===== src/rtl/clk_freq_meter.sv =====
// clk_freq_meter: measures period/high time of an asynchronous slow clock, classifies it
// against the divider rates and flags loss. Define CLK_FREQ_METER_DUTY_EN for high-time measurement.
module clk_freq_meter #(
  parameter int CNT_WIDTH    = 32,
  parameter int SYNC_STAGES  = 2,
  parameter int PERIOD_1HZ   = 50_000_000,
  parameter int PERIOD_100HZ = 500_000,
  parameter int TOL          = 1_000,
  parameter int TIMEOUT      = 60_000_000
) (
  input  logic                 clk,
  input  logic                 rst,
  input  logic                 sig_in,
  input  logic                 clear,
  output logic [CNT_WIDTH-1:0] period,
  output logic [CNT_WIDTH-1:0] high_time,
  output logic                 period_valid,
  output logic [1:0]           mode_det,
  output logic                 locked,
  output logic                 timeout
);
  localparam logic [0:0] S_WAIT = 1'b0;
  localparam logic [0:0] S_MEAS = 1'b1;
  localparam logic [CNT_WIDTH-1:0] L_P1  = CNT_WIDTH'(PERIOD_1HZ);
  localparam logic [CNT_WIDTH-1:0] L_P2  = CNT_WIDTH'(PERIOD_100HZ);
  localparam logic [CNT_WIDTH-1:0] L_TOL = CNT_WIDTH'(TOL);
  localparam logic [CNT_WIDTH-1:0] L_TMO = CNT_WIDTH'(TIMEOUT - 1);
  logic [SYNC_STAGES-1:0] r_sync;
  logic                   r_hist;
  logic [0:0]             r_state;
  logic [CNT_WIDTH-1:0]   r_cnt;
  logic                   w_lvl, w_rise, w_first, w_meas, w_tmo;
  logic [CNT_WIDTH-1:0]   w_p, w_d1, w_d2;
  logic [1:0]             w_mode;
  assign w_lvl   = r_sync[SYNC_STAGES-1];
  assign w_rise  = w_lvl & ~r_hist;
  // clear outranks both a coinciding edge and a coinciding timeout
  assign w_first = r_state == S_WAIT && w_rise && !clear;
  assign w_meas  = r_state == S_MEAS && w_rise && !clear;
  assign w_tmo   = r_state == S_MEAS && !w_rise && !clear && r_cnt == L_TMO;
  assign w_p     = r_cnt + CNT_WIDTH'(1);
  assign w_d1    = w_p > L_P1 ? w_p - L_P1 : L_P1 - w_p;
  assign w_d2    = w_p > L_P2 ? w_p - L_P2 : L_P2 - w_p;
  assign w_mode  = w_d1 <= L_TOL ? 2'd1 : w_d2 <= L_TOL ? 2'd2 : 2'd3;
  always_ff @(posedge clk or negedge rst)
    if (!rst) begin
      r_sync <= '0;
      r_hist <= 1'b0;
    end else begin
      r_sync <= {r_sync[SYNC_STAGES-2:0], sig_in};
      r_hist <= w_lvl;
    end
  always_ff @(posedge clk or negedge rst)
    if (!rst) begin
      r_state      <= S_WAIT;
      r_cnt        <= '0;
      period       <= '0;
      mode_det     <= 2'd0;
      locked       <= 1'b0;
      period_valid <= 1'b0;
      timeout      <= 1'b0;
    end else begin
      period_valid <= w_meas;
      timeout      <= w_tmo;
      if (clear || w_tmo) begin
        r_state  <= S_WAIT;
        r_cnt    <= '0;
        period   <= '0;
        mode_det <= 2'd0;
        locked   <= 1'b0;
      end else if (w_first) begin
        r_state <= S_MEAS;
        r_cnt   <= '0;
      end else if (w_meas) begin
        r_cnt    <= '0;
        period   <= w_p;
        mode_det <= w_mode;
        locked   <= w_mode != 2'd3 && w_mode == mode_det;
      end else if (r_state == S_MEAS) begin
        r_cnt <= r_cnt + CNT_WIDTH'(1);
      end
    end
`ifdef CLK_FREQ_METER_DUTY_EN
  logic [CNT_WIDTH-1:0] r_hi_cnt;
  // starts at 1 on each rise because the rise cycle is itself high
  always_ff @(posedge clk or negedge rst)
    if (!rst) begin
      r_hi_cnt  <= '0;
      high_time <= '0;
    end else if (clear || w_tmo) begin
      r_hi_cnt  <= '0;
      high_time <= '0;
    end else if (w_first || w_meas) begin
      r_hi_cnt <= CNT_WIDTH'(1);
      if (w_meas) high_time <= r_hi_cnt;
    end else if (r_state == S_MEAS && w_lvl) begin
      r_hi_cnt <= r_hi_cnt + CNT_WIDTH'(1);
    end
`else
  assign high_time = '0;
`endif
endmodule

===== config.mk =====
export PLATFORM = sky130hd
export DESIGN_NAME = clk_freq_meter
export DESIGN_NICKNAME = d
export VERILOG_FILES = /design/src/rtl/clk_freq_meter.sv
export SDC_FILE = /design/constraint.sdc
export NUM_CORES = 1
export LEC_CHECK = 0
export CORE_MARGIN = 3
export CORE_UTILIZATION = 65
export DETAILED_ROUTE_END_ITERATION = 8
export DONT_BUFFER_PORTS = 1
export GPL_ROUTABILITY_DRIVEN = 1
export PLACE_DENSITY = 0.9
export SYNTH_ARGS = -nofsm -noshare
export SYNTH_HDL_FRONTEND = slang
export SYNTH_SLANG_ARGS = --single-unit
export TNS_END_PERCENT = 5

===== constraint.sdc =====
create_clock -name clk -period 6 [get_ports clk]
set_input_delay 1.2 -clock clk [delete_from_list [all_inputs] [get_ports clk]]
set_output_delay 1.2 -clock clk [all_outputs]
set_load 0.1 [all_outputs]

## After elaboration in Yosys (flattened, before gate mapping)

Cells that the tools add are included.

| operators by class | value |
|---|---|
| $add $sub $neg | 5 |
| order comparisons | 4 |
| equal/unequal tests | 4 |
| multiplexer cells | 19 |
| bitwise operators | 3 |
| reduce and logical (&&, ||, !) cells | 15 |

Operators by type and width:

| cell | number |
|---|---|
| 32-bit two-way mux | 9 |
| 32-bit by 10-bit <= comparator with 1-bit output (second input constant) | 2 |
| 32-bit by 1-bit adder with 32-bit output (second input constant) | 1 |
| 32-bit by 26-bit == test with 1-bit output (second input constant) | 1 |
| 32-bit by 19-bit greater-than comparator with 1-bit output (second input constant) | 1 |
| 32-bit by 26-bit greater-than comparator with 1-bit output (second input constant) | 1 |
| 19-bit by 32-bit subtractor with 32-bit output (first input constant) | 1 |
| 26-bit by 32-bit subtractor with 32-bit output (first input constant) | 1 |
| 32-bit by 19-bit subtractor with 32-bit output (second input constant) | 1 |
| 32-bit by 26-bit subtractor with 32-bit output (second input constant) | 1 |
| 1-bit logical AND | 8 |
| 2-bit two-way mux | 4 |
| 1-bit two-way mux | 6 |
| 2-bit nonzero test | 2 |
| 4-bit nonzero test | 1 |
| 2-bit == test | 1 |
| 1-bit zero test | 2 |
| 2-bit by 1-bit inequality test with 1-bit output (second input constant) | 1 |
| 2-bit inequality test (second input constant) | 1 |
| 1-bit NOT | 2 |
| 2-bit AND reduction | 1 |
| 1-bit bitwise AND | 1 |
| 1-bit logical OR | 1 |

| storage, ports and cells | value |
|---|---|
| register bits after elaboration | 73 |
| bits of input ports | 4 |

## Logic depth before layout (Yosys ltp)

| depth | value |
|---|---|
| depth in word-level cells | 11 |
| gate-level depth with buffers | 18 |
| depth with buffers taken out | 17 |

## Least setup slack after synthesis

OpenSTA, ideal clock, no wires.

| timing | value |
|---|---|
| path kind | flip-flop to flip-flop |
| start | register r_cnt[5] |
| end | register locked |
| setup time | 68 ps |
| data arrival time | 4315 ps |
| setup slack | 1617 ps |
| stages on the path, launching flop included | 19 |
| path buffers | 4 |
| cells stage by stage | dfrtp_1 > buf_4 > nand4_4 > clkbuf_1 > nor3_1 > or2_2 > clkbuf_1 > inv_1 > buf_1 > ha_1 > o2111ai_1 > a211oi_1 > o21ai_0 > a21oi_1 > or3b_1 > o211ai_1 > a41oi_1 > a2111oi_0 > a31o_1 |

| on the way | value |
|---|---|
| longest elaborated chain between the ends | 11 |
| elaborated cells on any way between the ends | 25 |

RTL lines:

| item | RTL line | source |
|---|---|---|
| from (decl) | 31 | `logic [CNT_WIDTH-1:0] r_cnt;` |
| from (signal assigned) | 80 | `r_cnt <= r_cnt + CNT_WIDTH'(1);` |
| 32-bit by 1-bit adder with 32-bit output | 41 | `assign w_p = r_cnt + CNT_WIDTH'(1);` |
| 19-bit by 32-bit subtractor with 32-bit output (tied with other cells) | 43 | `assign w_d2 = w_p > L_P2 ? w_p - L_P2 : L_P2 - w_p;` |
| 32-bit two-way mux | 43 |  |
| 32-bit by 10-bit <= comparator with 1-bit output | 44 | `assign w_mode = w_d1 <= L_TOL ? 2'd1 : w_d2 <= L_TOL ? 2'd2 : 2'd3;` |
| 1-bit two-way mux | 44 |  |
| 2-bit two-way mux | 44 |  |
| 2-bit inequality test or 2-bit == test (tied branches) | 78 | `locked <= w_mode != 2'd3 && w_mode == mode_det;` |
| 1-bit logical AND | 78 |  |
| 1-bit two-way mux | 74 | `end else if (w_meas) begin` |
| 1-bit two-way mux | 71 | `end else if (w_first) begin` |
| 1-bit two-way mux | 65 | `if (clear \|\| w_tmo) begin` |
| to (signal assigned) | 78 |  |
| to (decl) | 19 | `output logic locked,` |

Several ways; a longest one is shown, not always the timed one. The select of a mux whose other input is x is not followed.
A chain may end at the register's enable or synchronous reset.

## Final worst setup path

| timing | value |
|---|---|
| start | register r_cnt[3] |
| end | register locked |

Same word-level chain as after synthesis.

==> results_dict.tcl <==
set metrics [dict create \
    fin_cells 1002 \
    crit_top_cell "a2111oi_0" \
    worst_path_max_delay_cell "a2111oi_0" \
    die_h_um 109.7 \
    finalMaxSlewViolations 0 \
    clk-insertion-delay-late_ns 0.37 \
    setup_viol_count_final 0 \
    synth.area.top_cells "dfrtp_1 26%, nand3_1 5.6%, xnor2_1 5.1%" \
    n_antenna_cell 0 \
    critPathRequiredTime_ns 6.31 \
    seq_area_frac_synth_pct 26.12 \
    wire_per_inst_um 19.86 \
    tns_ns 0 \
    maxCapViolations 0 \
    grt_usage_pct 33.56 \
    drt_wl_total_mm 19.90 \
    netlist_area_um2 6993 \
    holdBufCountCts 0 \
    max_stage_delay_ns 0.79 \
    std_cell_rows 37 \
    die-area_um2 12040 \
    synth_area_leader_cell "dfrtp_1" \
    io_buffer_count 0 \
    multiInputGateArea_um2 4662 \
    syn_to_final_growth_pct 0.5726 \
    vias 7109 \
    cts_tree "yes" \
    finalHoldViolations 0 \
    grt_max_degree 74 \
    root_buffer "clkbuf_8" \
    gp_congestion 1.034 \
    synth_cell_types 79 \
    fp.coreArea_um2 10420 \
    grt.busiest_layer "met2" \
    num-fill-cells 867 \
    drc_errors 1 \
    antenna_found_initial 0 \
    crit_fanout 20 \
    syn_avg_cell_area_um2 7.601 \
    worst_pin_slew_ns 1.087 \
    failed_checks "DRC" \
    cts_buffers 9 \
    htree_levels 3 \
    fin_nets 875 \
    worstSetupEndpointType "flop" \
    cts_resized 0 \
    drive_gt1_share_pct 5.427 \
    peakVddDrop_v 0.0001162 \
    io_pins 73 \
    initial_core_util_pct 67.14 \
    rsz0062_at_grt "no" \
    path_cells "and4_1 -> nand4_1 -> o31a_1 -> nor2_1 -> o21ai_0 -> o311ai_1 -> xnor2_1 -> a2111oi_0 -> a41oi_1 -> a2111oi_0 -> a31o_1" \
    post-route-period-util_pct 89.01 \
    ys.flop_type "dfrtp_1" \
    drtIter0Drc 1058 \
    p_leak_nw 2.586 \
    path_class "reg -> reg" \
    dp_cells 986 \
    arrival_ns 5.65 \
    p_per_area_nw_per_um2 167.3 \
    grt_use_met2_pct 50.52 \
    synth-seq-cells 73 \
    drt-vias-per-instance 7.095 \
    yosys_warnings 0 \
    grt_pass1_vias 6325 \
    synthCells 920 \
    status "finished, violations left" \
    async_flop_share_pct 100.0 \
    cts_sinks 73 \
    antenna_left 0 \
    cts_setup_buffers 0 \
    relSlewSlack_pct 27.54 \
    fin_worst_skew_ns 0.01651 \
    firstDrtPassIters 9 \
    finalCriticalPeriod_ns 5.340 \
    gr-total-overflow 0 \
    worstSetupStartpointType "flop" \
    synth_common_cells "78 x nand3_1, 78 x nor2_1, 73 x dfrtp_1" \
    cts_max_path_buffers 2 \
    dp_hpwl_mm 14.33 \
    fp.dieW_um 109.7 \
    achievable-frequency_mhz 187.3 \
    whs_ns 0.3575 \
    met3_usage_pct 7.399 \
    yosysTopAreaCellShare_pct 26.12 \
    synth_edf_count 0 \
    grt_first_pass_wirelength_mm 31.98 \
    seq_area_um2 1827 \
    clkTransAtPathRegs_ns 0.09 \
    hp-class "reg -> reg" \
    use_met1_pct 44.94 \
]
-- path summary, 6_finish.rpt --
| kind | from | endpoint | slack [ns] | cells after the start |
|---|---|---|---|---|
| hold / removal | r_sync[0]$_DFF_PN0_ | r_sync[1]$_DFF_PN0_ | 0.36 | 0 |
| setup / recovery | r_cnt[3]$_DFFE_PN0P_ | locked$_DFFE_PN0P_ | 0.66 | 11 |
| min in group asynchronous | rst | period[25]$_DFFE_PN0P_ | 0.51 | 0 |
| max in group asynchronous | rst | r_cnt[12]$_DFFE_PN0P_ | 5.37 | 0 |
| setup reg to reg | r_cnt[3]$_DFFE_PN0P_ | locked$_DFFE_PN0P_ | 0.66 | 11 |
| hold reg to reg | r_sync[0]$_DFF_PN0_ | r_sync[1]$_DFF_PN0_ | 0.36 | 0 |
-- state kept, by name, summed over array words and instances, names as in the netlist --
| register | flops |
|---|---|
| period_valid | 1 |
| locked | 1 |
| period | 32 |
| r_state | 1 |
| r_hist | 1 |
| timeout | 1 |
| r_cnt | 32 |
| mode_det | 2 |
| r_sync | 2 |
-- final cells by class --
type / count / share of cell area, %
clock buffer: 9 / 1.761
clock inverter: 7 / 1.690
inverter: 15 / 0.8006
multi-input combinational: 752 / 66.29
sequential: 73 / 25.97
tap: 136 / 2.419
timing repair buffer: 10 / 1.067
-- placed cells by master (no fill, tap or decap), types with 6 or more instances in the layout --
cell type	Yosys	routed
nand3_1	78	78
nor2_1	78	78
dfrtp_1	73	73
nand2_1	68	68
o21ai_0	65	65
xnor2_1	41	41
nand4_1	34	34
conb_1	1	32
nor3_1	31	31
xor2_1	29	29
nor4_1	24	24
a21oi_1	22	22
or3_1	17	17
a211oi_1	15	15
inv_1	13	13
and2_1	12	12
or4_1	12	12
mux2i_1	11	11
o22ai_1	11	11
and3_1	10	10
o31ai_1	10	10
ha_1	10	10
buf_4	35	10
and4_1	9	9
or2_2	9	9
clkbuf_8	0	9
a31oi_1	8	8
o211ai_1	8	8
o31a_1	6	6
a311o_1	6	6
nand2b_1	6	6
a41oi_1	6	6
-- through the flow --
stage	total power, mW	util [%]	instance area, um^2	worst slack [ns]
6_report	1.177	67.52	7033	0.6595
5_1_grt	1.213	67.52	7033	0.2824
4_1_cts	1.172	67.52	7033	0.8611
3_5_place_dp	0.6928	65.19	6790	0.8643
3_3_place_gp	0.6909	65.19	6790	1.061
2_1_floorplan	0.6895	-	7109	1.617
-- per-layer routing --
layer / wire length, um / vias to the layer above
met5: 0 / -
met4: 1003 / 0
met3: 2383 / 93
met2: 8511 / 516
met1: 7996 / 3246
li1: - / 3254
-- cells by family after synthesis --
logic type | count (synthesis) | synth area share (%)
AOI/OAI and AO/OA | 213 | 20.97
adders and majority gates | 10 | 1.789
buffers and inverters | 126 | 8.875
other | 1 | 0.05363
and+or+nand+nor | 414 | 31.53
xor gates and xnor gates | 70 | 8.767
muxes | 13 | 1.897
DFF | 73 | 26.12
-- critical path, delay by kind of cell (launching register included) --
family           cells  cell delay (ns)
XOR/XNOR             1             0.10
AND/OR/NAND/NOR      3             1.80
AO/OA/AOI/OAI        7             2.63
flip-flops           1             0.77
-- report_power, final --
part,internal [mW],switching [mW]
sequential,0.497,0.0174
clock,0.276,0.213
combinational,0.0283,0.145
Power figures use the tool's default switching activity.
